[src/rtl/loadstore_unit_pkg.sv]
// Shared types and helpers for the load/store unit: memory access type
// encoding, FSM state encoding and per-size byte-enable masks.
package loadstore_unit_pkg;

  // Access size as delivered by the decoder; 2'b11 behaves as a word.
  typedef enum logic [1:0] {
    MEM_WORD     = 2'b00,
    MEM_BYTE     = 2'b01,
    MEM_HALF     = 2'b10,
    MEM_WORD_ALT = 2'b11
  } mem_type_e;

  typedef enum logic [2:0] {
    ST_IDLE  = 3'd0,
    ST_REQ0  = 3'd1,
    ST_WAIT0 = 3'd2,
    ST_REQ1  = 3'd3,
    ST_WAIT1 = 3'd4,
    ST_DONE  = 3'd5
  } lsu_state_e;

  localparam logic [3:0] BE_BYTE = 4'b0001;
  localparam logic [3:0] BE_HALF = 4'b0011;
  localparam logic [3:0] BE_WORD = 4'b1111;

  // Right-justified byte mask covering the access size.
  function automatic logic [3:0] size_mask(input logic [1:0] mem_type);
    case (mem_type)
      MEM_BYTE: size_mask = BE_BYTE;
      MEM_HALF: size_mask = BE_HALF;
      default:  size_mask = BE_WORD;
    endcase
  endfunction

  // True when the access crosses into the next word (offset + size > 4).
  function automatic logic is_split(input logic [1:0] mem_type, input logic [1:0] offset);
    logic [7:0] wide;
    wide     = {4'b0000, size_mask(mem_type)} << offset;
    is_split = |wide[7:4];
  endfunction

endpackage

[src/rtl/lsu_align.sv]
// Combinational lane steering for the load/store unit: store byte-enables
// and data for both beats, and load extraction plus sign/zero extension.
module lsu_align
  import loadstore_unit_pkg::*;
(
  input  logic [1:0]  mem_type_i,
  input  logic [1:0]  offset_i,
  input  logic        sign_i,      // 0 sign-extend, 1 zero-extend
  input  logic [31:0] wdata_i,
  input  logic [31:0] rdata_lo_i,  // beat-0 response word
  input  logic [31:0] rdata_hi_i,  // beat-1 response word
  output logic [3:0]  be0_o,
  output logic [3:0]  be1_o,
  output logic [31:0] wdata0_o,
  output logic [31:0] wdata1_o,
  output logic [31:0] rdata_o
);

  logic [4:0]  shamt;
  logic [7:0]  be_wide;
  logic [63:0] wd_wide;
  logic [31:0] rd_word;

  // Shifting a double-width value places beat 0 in the low half and the
  // spill-over for beat 1 in the high half with a single shifter.
  assign shamt    = {offset_i, 3'b000};
  assign be_wide  = {4'b0000, size_mask(mem_type_i)} << offset_i;
  assign wd_wide  = {32'h0000_0000, wdata_i} << shamt;
  assign rd_word  = 32'({rdata_hi_i, rdata_lo_i} >> shamt);

  assign be0_o    = be_wide[3:0];
  assign be1_o    = be_wide[7:4];
  assign wdata0_o = wd_wide[31:0];
  assign wdata1_o = wd_wide[63:32];

  // Truncate the realigned word to the access size and extend it.
  always_comb begin
    // NOTE: assigning a default first keeps every path driven, so no latch is inferred.
    rdata_o = rd_word;
    case (mem_type_i)
      MEM_BYTE: rdata_o = {{24{~sign_i & rd_word[7]}}, rd_word[7:0]};
      MEM_HALF: rdata_o = {{16{~sign_i & rd_word[15]}}, rd_word[15:0]};
      default:  rdata_o = rd_word;
    endcase
  end

endmodule

[src/rtl/loadstore_unit.sv]
// Multi-cycle load/store unit: turns byte/half/word accesses into
// word-aligned bus beats with byte enables and stalls the core meanwhile.
// Build option: MISALIGNED_SPLIT_EN performs word-crossing accesses as two
// beats; without it they are rejected and flagged on Misaligned_o.
module loadstore_unit
  import loadstore_unit_pkg::*;
#(
  parameter int DATA_WIDTH = 32,
  parameter int ADDR_WIDTH = 32
) (
  input  logic                  clk_i,
  input  logic                  rst_i,
  input  logic                  Req_i,
  input  logic                  MemWrite_i,
  input  logic [1:0]            MemType_i,
  input  logic                  MemSign_i,
  input  logic [ADDR_WIDTH-1:0] Addr_i,
  input  logic [DATA_WIDTH-1:0] WriteData_i,
  output logic [DATA_WIDTH-1:0] ReadData_o,
  output logic                  Done_o,
  output logic                  Busy_o,
  output logic                  Misaligned_o,
  output logic                  BusReq_o,
  input  logic                  BusGnt_i,
  output logic [ADDR_WIDTH-1:0] BusAddr_o,
  output logic                  BusWe_o,
  output logic [3:0]            BusBe_o,
  output logic [DATA_WIDTH-1:0] BusWData_o,
  input  logic                  BusRValid_i,
  input  logic [DATA_WIDTH-1:0] BusRData_i
);

  lsu_state_e            state_q, state_d;
  logic                  write_q, write_d;
  logic [1:0]            type_q, type_d;
  logic                  sign_q, sign_d;
  logic [ADDR_WIDTH-3:0] word_q, word_d;
  logic [1:0]            off_q, off_d;
  logic [DATA_WIDTH-1:0] wdata_q, wdata_d;
  logic                  split_q, split_d;
  logic [DATA_WIDTH-1:0] rlo_q, rlo_d;
  logic [DATA_WIDTH-1:0] rdata_q, rdata_d;
`ifndef MISALIGNED_SPLIT_EN
  logic                  mis_q, mis_d;
`endif

  logic [3:0]            be0, be1;
  logic [DATA_WIDTH-1:0] wdata0, wdata1, load_data, rd_lo;
  logic [ADDR_WIDTH-1:0] base_addr;
  logic                  bus_active, in_beat1;

  // In WAIT0 the low word arrives this cycle; later it comes from rlo_q.
  assign rd_lo = (state_q == ST_WAIT0) ? BusRData_i : rlo_q;

  lsu_align u_align (
    .mem_type_i (type_q),
    .offset_i   (off_q),
    .sign_i     (sign_q),
    .wdata_i    (wdata_q),
    .rdata_lo_i (rd_lo),
    .rdata_hi_i (BusRData_i),
    .be0_o      (be0),
    .be1_o      (be1),
    .wdata0_o   (wdata0),
    .wdata1_o   (wdata1),
    .rdata_o    (load_data)
  );

  // Next-state and operand-capture logic for the access sequencer.
  always_comb begin
    state_d = state_q;
    write_d = write_q;
    type_d  = type_q;
    sign_d  = sign_q;
    word_d  = word_q;
    off_d   = off_q;
    wdata_d = wdata_q;
    split_d = split_q;
    rlo_d   = rlo_q;
    rdata_d = rdata_q;
`ifndef MISALIGNED_SPLIT_EN
    mis_d   = mis_q;
`endif
    case (state_q)
      ST_IDLE: begin
        if (Req_i) begin
          write_d = MemWrite_i;
          type_d  = MemType_i;
          sign_d  = MemSign_i;
          word_d  = Addr_i[ADDR_WIDTH-1:2];
          off_d   = Addr_i[1:0];
          wdata_d = WriteData_i;
          split_d = is_split(MemType_i, Addr_i[1:0]);
`ifdef MISALIGNED_SPLIT_EN
          state_d = ST_REQ0;
`else
          mis_d   = split_d;
          if (split_d) begin
            state_d = ST_DONE;
            if (!MemWrite_i) rdata_d = '0;
          end else begin
            state_d = ST_REQ0;
          end
`endif
        end
      end
      ST_REQ0: begin
        if (BusGnt_i) begin
          if (write_q) state_d = split_q ? ST_REQ1 : ST_DONE;
          else         state_d = ST_WAIT0;
        end
      end
      ST_WAIT0: begin
        if (BusRValid_i) begin
          rlo_d = BusRData_i;
          if (split_q) begin
            state_d = ST_REQ1;
          end else begin
            state_d = ST_DONE;
            rdata_d = load_data;
          end
        end
      end
      ST_REQ1: begin
        if (BusGnt_i) state_d = write_q ? ST_DONE : ST_WAIT1;
      end
      ST_WAIT1: begin
        if (BusRValid_i) begin
          state_d = ST_DONE;
          rdata_d = load_data;
        end
      end
      ST_DONE: state_d = ST_IDLE;
      default: state_d = ST_IDLE;
    endcase
  end

  // State and operand registers with synchronous reset.
  always_ff @(posedge clk_i) begin
    // NOTE: non-blocking assignments let every register sample the pre-edge values.
    if (rst_i) begin
      state_q <= ST_IDLE;
      write_q <= 1'b0;
      type_q  <= 2'b00;
      sign_q  <= 1'b0;
      word_q  <= '0;
      off_q   <= 2'b00;
      wdata_q <= '0;
      split_q <= 1'b0;
      rlo_q   <= '0;
      rdata_q <= '0;
`ifndef MISALIGNED_SPLIT_EN
      mis_q   <= 1'b0;
`endif
    end else begin
      state_q <= state_d;
      write_q <= write_d;
      type_q  <= type_d;
      sign_q  <= sign_d;
      word_q  <= word_d;
      off_q   <= off_d;
      wdata_q <= wdata_d;
      split_q <= split_d;
      rlo_q   <= rlo_d;
      rdata_q <= rdata_d;
`ifndef MISALIGNED_SPLIT_EN
      mis_q   <= mis_d;
`endif
    end
  end

  // Bus fields are driven only during request states and are 0 otherwise.
  assign bus_active = (state_q == ST_REQ0) || (state_q == ST_REQ1);
  assign in_beat1   = (state_q == ST_REQ1);
  assign base_addr  = {word_q, 2'b00};

  assign BusReq_o   = bus_active;
  assign BusWe_o    = bus_active & write_q;
  assign BusAddr_o  = bus_active ? (in_beat1 ? base_addr + ADDR_WIDTH'(4) : base_addr) : '0;
  assign BusBe_o    = bus_active ? (in_beat1 ? be1 : be0) : 4'b0000;
  assign BusWData_o = bus_active ? (in_beat1 ? wdata1 : wdata0) : '0;

  assign Done_o     = (state_q == ST_DONE);
  assign ReadData_o = rdata_q;
  assign Busy_o     = (state_q inside {ST_REQ0, ST_WAIT0, ST_REQ1, ST_WAIT1}) ||
                      ((state_q == ST_IDLE) && Req_i);
`ifdef MISALIGNED_SPLIT_EN
  assign Misaligned_o = 1'b0;
`else
  assign Misaligned_o = Done_o & mis_q;
`endif

endmodule

[config.mk]
export PLATFORM = sky130hd
export DESIGN_NAME = loadstore_unit
export DESIGN_NICKNAME = d
export VERILOG_FILES = /design/src/rtl/loadstore_unit_pkg.sv /design/src/rtl/lsu_align.sv /design/src/rtl/loadstore_unit.sv
export SDC_FILE = /design/constraint.sdc
export NUM_CORES = 1
export LEC_CHECK = 0
export BUFFER_PORTS_ARGS = -buffer_cell sky130_fd_sc_hd__buf_4
export CORE_ASPECT_RATIO = 1.75
export CORE_MARGIN = 3
export CORE_UTILIZATION = 35
export DETAILED_ROUTE_END_ITERATION = 10
export PLACE_DENSITY = 0.62
export SYNTH_ARGS = -nofsm -noshare
export SYNTH_HDL_FRONTEND = slang
export SYNTH_HIERARCHICAL = 1
export SYNTH_SLANG_ARGS = --single-unit
[constraint.sdc]
create_clock -name clk_i -period 4.9 [get_ports clk_i]
set_input_delay 0.98 -clock clk_i [delete_from_list [all_inputs] [get_ports clk_i]]
set_output_delay 0.98 -clock clk_i [all_outputs]
set_load 0.05 [all_outputs]
# Word level (Yosys, flattened, before mapping)
# Index checks and enable logic that the tools add are counted.
# W data, S select, Z words.
[word_totals]
in_bits = 105
output_inout_bits = 105
wordCells = 77
regBits = 136
[classes]
n_mux = 29
bitwise_logic = 5
shift = 4
reduce_logical = 11
n_eq_ne = 17
add_sub_neg = 1
[op_table]
columns = ["operator", "n"]
rows = [
  ["$mux W32", 11],
  ["$pmux W32 S3", 1],
  ["$pmux W32 S2", 1],
  ["$shl A32 B5 Y64", 1],
  ["$shr A64 B5 Y32", 1],
  ["$add A32 B3 Y32 const B", 1],
  ["$mux W3", 8],
  ["$mux W4", 4],
  ["$ne A2 B2 Y1 const B", 8],
  ["$pmux W4 S2", 2],
  ["$shl A4 B2 Y8", 2],
  ["$pmux W3 S5", 1],
  ["$reduce_and A7 Y1", 1],
  ["$eq A3 B2 Y1 const B", 2],
  ["$eq A3 B3 Y1 const B", 2],
  ["$reduce_and A5 Y1", 1],
  ["$and A1 B1 Y1", 4],
  ["$eq A2 B1 Y1 const B", 2],
  ["$eq A2 B2 Y1 const B", 2],
  ["$reduce_and A2 Y1", 2],
  ["$reduce_bool A4 Y1", 1],
  ["$reduce_or A4 Y1", 1],
  ["$eq A3 B1 Y1 const B", 1],
  ["$logic_not A3 Y1", 1],
  ["other kinds (5)", 6],
]

# Logic depth before layout (Yosys ltp)
# Gate-level depths: netlist (run 1).
[logic_depth]
ltp_word = 9
depth_mapped = 10
ltp_nobuf = 7

# Modules after synthesis
# Netlist (run 1), hierarchy kept.
[by_module_without_submodules]
columns = ["module", "n_inst", "area_each_um2", "cells_each"]
rows = [
  ["loadstore_unit", 1, 6892.9, 886],
  ["lsu_align", 1, 2125.8, 250],
]

# Worst setup path after synthesis (run 1)
# Ideal clock, no wire load.
[synth_timing]
path_kind = "reg-to-output"
start = "reg word_q[0]"
end = "out BusAddr_o[30]"
path_stages_with_launch = 6
arrival_ps = 2606
path_buffers = 0
setup_slack_ps = 1314
path_cell_list = "dfxtp_1 -> ha_1 -> nand4_1 -> or4_1 -> or4_1 -> a21oi_1"
[synth_between]
elab_chain_cells = 3
[synth_lines]
columns = ["item", "line", "text"]
rows = [
  ["start: declaration", "loadstore_unit.sv:37", "logic [ADDR_WIDTH-3:0] word_q, word_d;"],
  ["start signal: assignment", "loadstore_unit.sv:160", "word_q <= word_d;"],
  ["$add A32 B3 Y32", "loadstore_unit.sv:179", "assign BusAddr_o = bus_active ? (in_beat1 ? base_addr + ADDR_WIDTH'(4) : base_addr) : '0;"],
  ["$mux W32 (2 in a row)", "loadstore_unit.sv:179", ""],
  ["end: declaration", "loadstore_unit.sv:25", "output logic [ADDR_WIDTH-1:0] BusAddr_o,"],
]
# No other way between the ends.

# Worst setup path in the final report (run 1)
[layout_timing]
start = "reg off_q[1]"
end = "out BusWData_o[0]"
[layout_between]
elab_chain_cells = 3
[layout_lines]
columns = ["item", "line", "text"]
rows = [
  ["start: declaration", "loadstore_unit.sv:38", "logic [1:0] off_q, off_d;"],
  ["start signal: assignment", "loadstore_unit.sv:147", "off_q <= 2'b00;"],
  ["start signal: assignment", "loadstore_unit.sv:161", "off_q <= off_d;"],
  ["$shl A32 B5 Y64", "lsu_align.sv:28", "assign wd_wide = {32'h0000_0000, wdata_i} << shamt;"],
  ["net wdata1[0]", "loadstore_unit.sv:48", "logic [DATA_WIDTH-1:0] wdata0, wdata1, load_data, rd_lo;"],
  ["$mux W32 (2 in a row)", "loadstore_unit.sv:181", "assign BusWData_o = bus_active ? (in_beat1 ? wdata1 : wdata0) : '0;"],
  ["end: declaration", "loadstore_unit.sv:28", "output logic [DATA_WIDTH-1:0] BusWData_o,"],
]
# The timed path passes the listed nets, and every way through them passes these cells.

==> summary.md, run 1 <==
| Metric | Value |
|---|---|
| Mean Syn Cell Area | between 7 and 8 µm² |
| DR WL/cell | ~18 µm |
| Hold endpoint | rlo_q[14] |
| Filler cells | around 2600 |
| Pwr Total | between 5 and 6 mW |
| Final Critical Period | approximately 4000 ps |
| Dpl ws | 1370 ps |
| Fin nets | between 1000 and 1500 |
| Detailed Route Iter0 Violations | between 400 and 500 |
| Unrepaired setup endpoints after global routing | false |
| Die footprint | about 28000 µm² |
| R2r endpoint | ReadData_o[28] |
| WP buf/inv | 1 |
| Post-synth top area share | 0.302 |
| CORE AREA | around 25000 µm² |
| Via count | roughly 8500 |
| Leading area contributor after synthesis | dfxtp_1 |
| Clock Tree Root | clkbuf_16 |
| Clock Latency Late Sink | 440 ps |
| Synth-to-Final Area Change | 25.1% |
| First-pass GRT wire length | 44000 µm |
| Worst setup path class | reg2out |
| Rows | slightly below 80 |
| CP Cell Sequence | nor2b_1, a22o_1, mux2i_1, nor2_1, buf_4 |
| Synth cell types | 56 |
| Number of enable flip-flop cells after synthesis | 0 |
| Clock tree sinks | about 140 |
| Final setup margin | roughly 880 ps |
| Leak | 4.54 nW |
| Rel. slew slack | 0.304 |
| Clock Path Buffers | 2 |
| Hpwl dp | 20200 µm |
| Post-synthesis register bit count | between 100 and 150 |
| Chip Height | approximately 220 µm |
| DRT antenna net count | 0 |
| Vias in the first global route | around 8300 |
| Worst EP required | 3920 ps |
| Seq/Total Area, Yosys | 0.302 |
| Hold-fix buffer count after cts | 0 |
| RD Place Congestion | around 0.8 |
| Prevailing post-synth register cell | dfxtp_1 |
| R2R depth | 9 |
| CP Capture Type | output pin |
| Final wirelength | ~29000 µm |
| H-tree Lvls | 4 |
| Critical path fanouts, max | 84 |
| CTS tree | built |
| TritonRoute pass-1 iters | 5 |
| Synth Instances | 1136 |
| Hold Startpoint | rlo_q[14] |
| I/O pins | between 200 and 250 |
| Largest net degree at the start of global routing | 85 |
| Fin. max-slew vios | 0 |
| Count leader, synth | nand2_1 |
| Remaining global-route overflow | 0 |
| DR DRC count | 0 |
| Slowest cell delay on critical path | ~990 ps |
| Crit-path slowest cell | dfxtp_4 |
| Final hold violations | 0 |
| Post-CTS Setup Inserts | 0 |
| Setup TNS | 0 ps |
| Endpoints failing setup | 0 |
| Hold Crit Class | reg2reg |
| Max-Cap Viols | 0 |
| Status | completed |
| Worst R2R Setup Slack | 1970 ps |
| Cell family with most CP delay | simple AND/OR/NAND/NOR gates |
| Layout Skew | roughly 8.3 ps |
| Clock slew at reported path FFs | about 60 ps |
| Hold Path Stages | 2 |
| Crit start category | flip-flop |
| Async set or reset register ratio after synthesis | 0 |
| Critical Path AT | about 3000 ps |
| Final Cycle Share | 0.820 |
| Port bufs | around 210 |
| Synth cell count leaders | nand2_1 (285), dfxtp_1 (136), a21oi_1 (126), mux2i_1 (97), nor2_1 (78) |
| CTS Buf Count | 17 |
| Peak VDD IR | ~0.27 mV |
| Post-Syn Area | between 9000 and 10000 µm² |
| Largest cells by area after synthesis | dfxtp_1 (30%), nand2_1 (12%), mux2i_1 (11%) |
| Vias per std cell | about 5.3 |
| Initial core utilization | 0.356 |
| Resized cells post-CTS | 0 |
| F_max | between 200 and 250 MHz |
| PD cells | between 400 and 500 nW/µm² |
| Synthesis warning total | 6 |
| Die width | 127 µm |
| Worst-Margin Slew | about 1000 ps |
| Reg2Reg Launch Point | state_q[1] |
| All-Layer GR Usage | 0.202 |
| Initial antenna violation count | 3 |
| Min Hold Slack | 450 ps |
| Share of cells above drive strength 1 | 0.277 |
==> placed cells by master (no fill, tap or decap), types with 7 or more instances in the layout <==
master | synthesis | final
and2_1 | 12 | 12
o21ai_0 | 28 | 28
inv_1 | 12 | 12
a22o_1 | 8 | 8
and3_1 | 13 | 12
buf_4 | 15 | 221
a21oi_1 | 126 | 126
mux2_2 | 42 | 42
dfxtp_1 | 136 | 133
nand4_1 | 8 | 8
o21ai_2 | 10 | 10
o31ai_1 | 9 | 9
conb_1 | 2 | 11
xnor2_1 | 7 | 7
nor2b_1 | 11 | 11
or4_1 | 7 | 7
nand2b_1 | 37 | 36
nand2_1 | 285 | 285
nor2_1 | 78 | 78
mux4_2 | 28 | 28
mux2i_1 | 97 | 97
clkbuf_16 | 0 | 17
==> worst max-delay path by stage <==
stage | start | depth (start not counted) | slack (ps) | to
4_1_cts | off_q[1] | 5 | 850 | BusWData_o[0]
3_3_place_gp | off_q[1] | 5 | 1420 | BusWData_o[6]
3_5_place_dp | off_q[1] | 5 | 1370 | BusWData_o[0]
5_1_grt | off_q[1] | 5 | 690 | BusWData_o[2]
2_1_floorplan | word_q[0] | 5 | 1310 | BusAddr_o[30]
6_report | off_q[1] | 5 | 880 | BusWData_o[0]
==> cells by family after synthesis <==
family	count (synthesis)	synth area share
multiplexers	172	0.242
buffers and inverters	119	0.0615
adder cells (fa/ha/maj)	5	0.00694
AND/OR/NAND/NOR	490	0.246
other	2	0.000833
flip-flops	136	0.302
AO/OA/AOI/OAI	199	0.128
XOR/XNOR	13	0.0126
==> layout make-up <==
class / instances / area (µm²) / share of cell area
antenna: 3 / 7.51 / 0.000665
clock buffer: 19 / 453 / 0.0401
multi-input combinational: 890 / 5800 / 0.514
tap: 316 / 395 / 0.0350
clock inverter: 13 / 193 / 0.0171
timing repair buffer: 221 / 1660 / 0.147
sequential: 136 / 2730 / 0.242
inverter: 12 / 45.0 / 0.00399
==> tightest hold or removal path, stage by stage (launching register included) <==
cell and delay, ps:
dfxtp_1 310, nand2_1 50, a21oi_1 50
==> power by group <==
part,switching (mW),total [mW],internal [mW]
clock,0.534,1.42,0.883
sequential,0.261,1.52,1.26
combinational,1.35,2.15,0.796
total,2.15,5.08,2.94
==> metrics by stage <==
stage,utilization,instances,cell area [µm²]
after floorplan,-,1145,9050
after global placement,0.420,1575,10600
after detailed placement,0.420,1575,10600
after CTS,0.445,1607,11300
after global routing,0.445,1610,11300
final,0.445,1610,11300
==> sequential cells by signal (all words and copies together) (netlist names) <==
register,flops
rlo_q,32
state_q,3
wdata_q,32
word_q,30
type_q,2
ReadData_o,32
sign_q,1
write_q,1
mis_q,1
off_q,2
==> routing by layer <==
metal	wire (µm)	global-route usage
met1	10600	0.217
met3	1170	0.0330
met2	15300	0.364
met5	0	0
met4	1440	0.125
(Power assumes the default switching activity.)
==> run 2: changes to the inputs <==
Clock period 4.9 ns to 3.76 ns, I/O delays scaled along.
==> run 2 against run 1 <==
  * Total power rose by 29%
  * Critical endpoint is now BusAddr_o[26]
  * Non-clock buffer count is 8 higher
  * Sequential share of layout area fell by 0.059 points
==> summary.md, run 2 (same netlist as run 1, synthesis figures left out) <==
| Metric | Value |
|---|---|
| Status | completed (unchanged) |
| Leak | 4.56 nW (was 4.54 nW) |
| Worst R2R Setup Slack | 850 ps (was 1970 ps) |
| Final Cell Area | 11300 µm² (about the same) |
| DR DRC count | 0 (unchanged) |
| CTS Buf Count | 17 (unchanged) |
| DR WL/cell | 17.3 µm (was 17.7 µm) |
| Min Hold Slack | 452 ps (was 450 ps) |
| Crit start category | flip-flop (unchanged) |
| Unrepaired setup endpoints after global routing | false (unchanged) |
| Worst setup path endpoint | BusAddr_o[26] (was BusWData_o[0]) |
| Peak VDD IR | 0.379 mV (was 0.267 mV) |
| PD cells | 579 nW/µm² (was 450 nW/µm²) |
| Hpwl dp | 20300 µm (was 20200 µm) |
| Rows | 77 (unchanged) |
| Layout Skew | 8.73 ps (was 8.34 ps) |
| R2R depth | 9 (unchanged) |
| Critical path fanouts, max | 8 (was 84) |
| Fin nets | 1396 (was 1388) |
| Remaining global-route overflow | 0 (unchanged) |
| Final Critical Period | ~3500 ps |
| Final Cycle Share | 0.930 |
| All-Layer GR Usage | 0.199 (was 0.202) |
| Share of cells above drive strength 1 | 0.281 (was 0.277) |
| CTS tree | built (unchanged) |
| Hold Crit Class | reg2reg (unchanged) |
| Largest net degree at the start of global routing | 70 (was 85) |
| TritonRoute pass-1 iters | 6 (was 5) |
| Fin. max-slew vios | 0 (unchanged) |
| Initial core utilization | 0.356 (unchanged) |
| Clock slew at reported path FFs | 60 ps (about the same) |
| Clock Latency Late Sink | 440 ps (about the same) |
| Clock Path Buffers | 2 (unchanged) |
| Setup crit start | word_q[0] (was off_q[1]) |
| CORE AREA | 25300 µm² (unchanged) |
| Initial antenna violation count | 2 (was 3) |
| Vias per std cell | 5.19 (was 5.30) |
| Commonest non-fill, non-tap cell in the layout | nand2_1 (unchanged) |
| Worst setup path class | reg2out (unchanged) |
| Worst EP required | 3010 ps (was 3920 ps) |
| Setup TNS | 0 ps (unchanged) |
| Final hold violations | 0 (unchanged) |
| Synth-to-Final Area Change | 25.4% (was 25.1%) |
| CP Capture Type | output pin (unchanged) |
| Commonest non-fill, non-tap cells in the layout | nand2_1 (285), buf_4 (229), dfxtp_1 (133), a21oi_1 (126), mux2i_1 (97) (was nand2_1 (285), buf_4 (221), dfxtp_1 (133), a21oi_1 (126), mux2i_1 (97)) |
| Rel. slew slack | 0.189 (was 0.304) |
| Reg2Reg Launch Point | state_q[1] (unchanged) |
| DRT antenna net count | 0 (unchanged) |
| F_max | 286 MHz |
| Critical Path AT | 2750 ps (was 3040 ps) |
| Worst-Margin Slew | 1210 ps (was 1040 ps) |
| Via count | 8399 (was 8528) |
| Vias in the first global route | 8183 (was 8311) |
| I/O pins | 210 (unchanged) |
| First-pass GRT wire length | 43800 µm (was 44000 µm) |
| Final wirelength | 27900 µm (was 28500 µm) |
| R2r endpoint | ReadData_o[28] (unchanged) |
| Endpoints failing setup | 0 (unchanged) |
| Max-Cap Viols | 0 (unchanged) |
| Chip Height | 218 µm (unchanged) |
| Resized cells post-CTS | 0 (unchanged) |
| Die width | 127 µm (unchanged) |
| Detailed Route Iter0 Violations | 542 (was 444) |
| Clock Tree Root | clkbuf_16 (unchanged) |
| Port bufs | 207 (unchanged) |
| Clock tree sinks | 136 (unchanged) |
| Die footprint | 27800 µm² (unchanged) |
| Placed Instance Area | 10700 µm² (was 10600 µm²) |
| H-tree Lvls | 4 (unchanged) |
| RD Place Congestion | 0.831 (was 0.817) |
[run 2: stage by stage]
step / power [mW] / utilization / setup WS, ps / instances
5_1_grt: 6.92 / 0.446 / 69.7 / 1617
2_1_floorplan: 4.04 / - / 402 / 1145
3_3_place_gp: 4.78 / 0.422 / 587 / 1582
3_5_place_dp: 4.81 / 0.422 / 529 / 1582
6_report: 6.54 / 0.446 / 262 / 1618
4_1_cts: 6.59 / 0.446 / 50.6 / 1614
[run 2: where the power goes]
part / leakage, nW / internal [mW] / switching (mW)
clock: 0.302 / 1.09 / 0.672
sequential: 1.11 / 1.64 / 0.288
combinational: 3.15 / 1.05 / 1.80
total: 4.56 / 3.78 / 2.76
[run 2: layout make-up]
| cell class | count | area (µm²) |
|---|---|---|
| multi-input combinational | 890 | 5800 |
| clock inverter | 12 | 146 |
| fill | 2576 | 14000 |
| tap | 316 | 395 |
| sequential | 136 | 2730 |
| antenna | 3 | 7.51 |
| timing repair buffer | 229 | 1720 |
| clock buffer | 20 | 467 |
| inverter | 12 | 45.0 |
[run 2: critical path, stage by stage (launching register included)]
cell,delay [ps]
dfxtp_1,380
ha_1,190
nand4_1,110
buf_4,190
or4_1,640
or4_1,440
a21oi_1,160
buf_4,220
[run 2: layer usage]
| layer | GRT usage | share of wire |
|---|---|---|
| met1 | 0.218 | 0.38 |
| met2 | 0.373 | 0.55 |
| met3 | 0.0311 | 0.041 |
| met4 | 0.0820 | 0.027 |
| met5 | 0 | 0 |
[run 2: worst min-delay path by stage]
stage | start | end | slack, ps | cells past startpoint
2_1_floorplan | off_q[0] | off_q[0] | 430 | 2
3_3_place_gp | rlo_q[29] | rlo_q[29] | 440 | 2
3_5_place_dp | rlo_q[13] | rlo_q[13] | 440 | 2
4_1_cts | rlo_q[13] | rlo_q[13] | 450 | 2
5_1_grt | rlo_q[29] | rlo_q[29] | 470 | 2
6_report | rlo_q[13] | rlo_q[13] | 450 | 2
[run 2: timing repair]
item / CTS / global route
setup buffers: 0 / 1
hold buffers: 0 / 0
setup endpoints to repair: 0 / 2
